### src/rtl/instr_encoder.sv
// Packs decoded RV32I instruction fields into machine words and streams them
// into instruction memory through a registered write port with backpressure.
module instr_encoder #(
    parameter int ADDR_W    = 8,
    parameter int BASE_ADDR = 0
) (
    input  logic              clk,
    input  logic              reset,
    input  logic              start,
    input  logic              in_valid,
    output logic              in_ready,
    input  logic              in_last,
    input  logic [3:0]        opClass,
    input  logic [3:0]        operators,
    input  logic [4:0]        rd,
    input  logic [4:0]        rs1,
    input  logic [4:0]        rs2,
    input  logic [31:0]       imm,
    output logic              imemWe,
    input  logic              imemReady,
    output logic [ADDR_W-1:0] imemAddr,
    output logic [31:0]       imemWData,
    output logic              done,
    output logic [ADDR_W:0]   instrCount,
    output logic              err,
    output logic              full
);
    typedef enum logic [1:0] {IDLE, RUN, DRAIN, DONE} state_t;

    localparam logic [31:0]       NOP      = 32'h0000_0013;
    localparam logic [ADDR_W-1:0] BASE     = ADDR_W'(BASE_ADDR);
    localparam logic [ADDR_W-1:0] LAST_IDX = {ADDR_W{1'b1}};
    localparam logic [ADDR_W-1:0] ONE_A    = ADDR_W'(1);
    localparam logic [ADDR_W:0]   ONE_C    = (ADDR_W + 1)'(1);

    state_t              state_reg, state_next;
    logic [ADDR_W-1:0]   acc_cnt_reg;
    logic                accept, wr_done;
    logic [31:0]         enc_word;
    logic                enc_bad;
    logic [6:0]          f7;
    logic [2:0]          f3;
    logic signed [31:0]  imm_s;
    logic                imm12_ok;

    assign imm_s    = imm;
    assign f7       = operators[3] ? 7'b0100000 : 7'b0000000;
    assign f3       = operators[2:0];
    assign imm12_ok = (imm_s >= -32'sd2048) && (imm_s <= 32'sd2047);
    assign accept   = in_valid && in_ready;
    assign wr_done  = imemWe && imemReady;

    // Field packing; any illegal class or out-of-range immediate collapses to NOP.
    always_comb begin
        enc_word = NOP;
        enc_bad  = 1'b0;
        case (opClass)
            4'd0: enc_word = {f7, rs2, rs1, f3, rd, 7'b0110011};
            4'd1: begin
                if (f3 == 3'b001 || f3 == 3'b101) begin
                    enc_bad  = (imm > 32'd31);
                    enc_word = {f7, imm[4:0], rs1, f3, rd, 7'b0010011};
                end else begin
                    enc_bad  = !imm12_ok;
                    enc_word = {imm[11:0], rs1, f3, rd, 7'b0010011};
                end
            end
            4'd2: begin
                enc_bad  = !imm12_ok;
                enc_word = {imm[11:0], rs1, f3, rd, 7'b0000011};
            end
            4'd3: begin
                enc_bad  = !imm12_ok;
                enc_word = {imm[11:5], rs2, rs1, f3, imm[4:0], 7'b0100011};
            end
            4'd4: begin
                enc_bad  = (imm_s < -32'sd4096) || (imm_s > 32'sd4094) || imm[0];
                enc_word = {imm[12], imm[10:5], rs2, rs1, f3, imm[4:1], imm[11], 7'b1100011};
            end
            4'd5: begin
                enc_bad  = (imm[11:0] != 12'd0);
                enc_word = {imm[31:12], rd, 7'b0110111};
            end
            4'd6: begin
                enc_bad  = (imm[11:0] != 12'd0);
                enc_word = {imm[31:12], rd, 7'b0010111};
            end
            4'd7: begin
                enc_bad  = (imm_s < -32'sd1048576) || (imm_s > 32'sd1048574) || imm[0];
                enc_word = {imm[20], imm[10:1], imm[11], imm[19:12], rd, 7'b1101111};
            end
            4'd8: begin
                enc_bad  = !imm12_ok;
                enc_word = {imm[11:0], rs1, 3'b000, rd, 7'b1100111};
            end
            default: enc_bad = 1'b1;
        endcase
        if (enc_bad) begin
            enc_word = NOP;
        end
    end

    always_comb begin
        state_next = state_reg;
        in_ready   = 1'b0;
        done       = 1'b0;
        case (state_reg)
            IDLE: if (start) state_next = RUN;
            RUN: begin
                in_ready = !imemWe || imemReady;
                if (in_valid && in_ready && (in_last || acc_cnt_reg == LAST_IDX)) begin
                    state_next = DRAIN;
                end
            end
            DRAIN: if (!imemWe) state_next = DONE;
            DONE: begin
                done       = 1'b1;
                state_next = IDLE;
            end
            default: state_next = IDLE;
        endcase
    end

    always_ff @(posedge clk or negedge reset) begin
        if (!reset) begin
            state_reg   <= IDLE;
            acc_cnt_reg <= '0;
            imemWe      <= 1'b0;
            imemAddr    <= BASE;
            imemWData   <= '0;
            instrCount  <= '0;
            err         <= 1'b0;
            full        <= 1'b0;
        end else begin
            state_reg <= state_next;
            if (state_reg == IDLE && start) begin
                acc_cnt_reg <= '0;
                imemAddr    <= BASE;
                instrCount  <= '0;
                err         <= 1'b0;
                full        <= 1'b0;
            end else begin
                if (wr_done) begin
                    instrCount <= instrCount + ONE_C;
                    imemAddr   <= imemAddr + ONE_A;
                end
                // A completing write and a new acceptance reload the register together.
                if (accept) begin
                    imemWe      <= 1'b1;
                    imemWData   <= enc_word;
                    acc_cnt_reg <= acc_cnt_reg + ONE_A;
                    if (enc_bad) err <= 1'b1;
                    if (acc_cnt_reg == LAST_IDX) full <= 1'b1;
                end else if (wr_done) begin
                    imemWe <= 1'b0;
                end
            end
        end
    end
endmodule

### config.mk
export PLATFORM = sky130hd
export DESIGN_NAME = instr_encoder
export DESIGN_NICKNAME = d
export VERILOG_FILES = /design/src/rtl/instr_encoder.sv
export SDC_FILE = /design/constraint.sdc
export NUM_CORES = 1
export LEC_CHECK = 0
export CAP_MARGIN = 15
export CELL_PAD_IN_SITES_DETAIL_PLACEMENT = 1
export CELL_PAD_IN_SITES_GLOBAL_PLACEMENT = 1
export CORE_ASPECT_RATIO = 2
export CORE_MARGIN = 10
export CORE_UTILIZATION = 38
export CTS_CLUSTER_SIZE = 40
export DETAILED_ROUTE_END_ITERATION = 12
export PLACE_DENSITY = 0.86
export SLEW_MARGIN = 40
export SYNTH_ARGS = -nofsm -noshare
export SYNTH_HDL_FRONTEND = slang
export SYNTH_SLANG_ARGS = --single-unit
### constraint.sdc
create_clock -name clk -period 4.1 [get_ports clk]
set_input_delay 0.82 -clock clk [delete_from_list [all_inputs] [get_ports clk]]
set_output_delay 0.82 -clock clk [all_outputs]
set_load 0.02 [all_outputs]
==> flow_summary.yaml <==
sta:
  finalCritPeriodShare_pct: 80.0
  fin_setup_tns_ns: 0
  hold_viol: 0
  rsz0062_at_grt: "false"
  drv_slew: 0
  worst_pin_slew_ns: 0.719
  whs_ns: 0.471
  min_period_ns: 3.28
  finalSetupViolations: 0
  fmax_mhz: 305
  relSlewSlack_pct: 50.8
  fin_worst_skew_ns: 0.00221
grt:
  grt_pass1_vias: 4171
  grt_max_degree: 43
  grt_pass1_wl_um: 21900
  grt_usage_pct: 18.9
  overflow: 0
  grt_antenna_before_repair: 0
power:
  p_int_mw: 1.90
  pwr-share-seq_pct: 30.8
  p_comb_share_pct: 38.2
  switching_share_pct: 35.4
  p_switching_mw: 1.04
  p_leak_nw: 2.18
  ir_drop_v: 0.000300
  powerDensity_nw_per_um2: 547
  p_clk_share_pct: 31.0
finish:
  area.growth.synth_to_final_pct: 42.9
  layout_common_cells: "clkdlybuf4s50_1 (113), dfrtp_1 (61), nand2_1 (57)"
  antenna_cells: 0
  fin_nets: 593
  top_register: "imemWData"
  final_area_um2: 5380
  reg_top3: "imemWData x31, instrCount x9"
  largest_reg_flops: 31
  drive_gt1_share_pct: 7.37
  final_common_cell: "clkdlybuf4s50_1"
setup_path:
  startpoint_type: "input port"
  crit_fanout: 31
  end_kind: "flip-flop"
  worst_ep_required_time_ns: 4.29
  crit_type: "in2reg"
  arrival_ns: 3.47
yosys:
  syn-cell-area_um2: 3760
  yosysSeqAreaShare_pct: 40.6
  synth_area_per_cell_um2: 9.03
  ys_ff_latch: 61
  synth_async_sr_flop_share_pct: 100
  synthCells: 417
  ys_types: 57
  yosysWarnings: 0
  synth_edf_count: 0
  synth.net_count: 486
  ys.flop_type: "dfrtp_1"
clocking:
  cts-resized-gates: 0
  cts_tree: "yes"
  ctsRootBufferMaster: "clkbuf_16"
  numClockSinks: 61
  cts_setup_buffers: 0
  cts_max_path_buffers: 2
  cts-buffers-inserted: 9
  insertion_delay_ns: 0.33
  htree_levels: 3
  hold_buffers: 0
  cts.clk_slew.worst_paths_ns: 0.05
drt:
  totalWireLength_um: 14000
  avgRoutedWirePerCell_um: 21.2
  drc: 0
  drtAntennaViolNets: 0
  dr.pass1.iters: 6
  drt_iter0_markers: 198
  routed-via-count: 3758
  route.detailed.vias_per_inst: 5.69
die:
  dieArea_um2: 14500
  core-area_um2: 9700
  floorplan.initialDensity_pct: 38.8
  die_width_um: 90.4
  die_h_um: 161
  ios: 115
  fp-row-count: 51
outcome:
  status: "finished, final reports clean"
placement:
  io_buffers: 114
  dpl.hpwl_um: 11000
  gp_congestion: 1.01
  dpl_cell_area_um2: 5020
flow_run:
  maxCapViolations: 0
hold_path:
  hp-class: "in2async"
-- kinds of logic (layout without fill, tap and decap cells) --
kind of cell	count (synthesis)	count (layout)	synth area share [%]
AOI/OAI and AO/OA	115	115	21.8
adders and majority gates	8	8	2.66
and+or+nand+nor	163	163	21.7
DFF	61	61	40.6
xor gates and xnor gates	22	22	5.12
buffers and inverters	33	145	4.09
muxes	15	15	4.09
-- layout make-up --
type                    count  area [um^2]
clock buffers              13          270
clock inverters             3         90.1
fillers                  1135         4320
inverters                   3         11.3
multi-input cells         323         2090
flip-flops and latches     61         1530
well taps                 132          165
repair buffers            126         1230
-- critical path: stages --
cell and delay (ns):
clkdlybuf4s50_1 0.58, buf_4 0.35, nand2_1 0.19, a2111oi_0 0.72, nand4b_2 0.26, buf_4 0.35
o21ai_0 0.18
-- power by group through the flow --
stage / registers [mW] / logic [mW] / clock network [mW]
floorplan: 1.03 / 0.431 / 0
global placement: 0.896 / 1.07 / 0
detailed placement: 0.906 / 1.12 / 0
CTS: 0.906 / 1.14 / 0.922
global route: 0.925 / 1.21 / 0.946
finish: 0.907 / 1.13 / 0.911
-- synth_stat cells, types with 3 or more instances --
master	n	area, um^2
or3_1	8	50.1
buf_6	3	33.8
a21oi_1	27	135
nand2_1	58	218
nor4_1	6	37.5
nand2b_1	4	25.0
nor3_1	4	20.0
a21boi_0	3	22.5
o21ai_0	11	55.1
o31ai_1	24	180
a311oi_1	4	35.0
a221oi_1	6	52.6
xnor2_1	6	52.6
a22oi_1	11	82.6
nor2_1	37	139
buf_1	4	15.0
a211oi_1	8	60.1
nand4_1	10	62.6
mux2_2	3	33.8
and2_1	4	25.0
clkbuf_1	19	71.3
xor2_1	16	140
buf_2	3	15.0
dfrtp_1	61	1530
and3_1	4	25.0
nand3_1	7	35.0
inv_1	3	11.3
ha_1	8	100
mux2i_1	12	120
nor2b_1	8	50.1
-- through the flow --
step | cells | util (%) | power [mW] | setup slack [ns]
2_1_floorplan | 417 | - | 1.46 | 1.54
3_3_place_gp | 645 | 51.7 | 1.97 | 0.753
3_5_place_dp | 645 | 51.7 | 2.03 | 0.561
4_1_cts | 661 | 55.4 | 2.97 | 0.920
5_1_grt | 661 | 55.4 | 3.09 | 0.855
6_report | 661 | 55.4 | 2.94 | 0.820
-- final timing paths --
kind	cells after the start	start	slack, ns	to
max reg2reg	6	state_reg[1]$_DFFE_PN0P_	1.92	imemWData[27]$_DFFE_PN0P_
max	7	opClass[0]	0.82	imemWData[5]$_DFFE_PN0P_
min	1	reset	0.47	imemWData[28]$_DFFE_PN0P_
max in group asynchronous	2	reset	2.92	imemWData[15]$_DFFE_PN0P_
min in group clk	2	imemWData[28]$_DFFE_PN0P_	0.49	imemWData[28]$_DFFE_PN0P_
min reg2reg	2	imemWData[28]$_DFFE_PN0P_	0.49	imemWData[28]$_DFFE_PN0P_
-- metal layers --
metal | wire length (um) | GRT usage (%)
met1 | 4710 | 16.8
met2 | 8020 | 37.1
met3 | 518 | 3.55
met4 | 739 | 11.9
met5 | 0 | 0
Note: power is estimated with default switching activity, not from simulation.
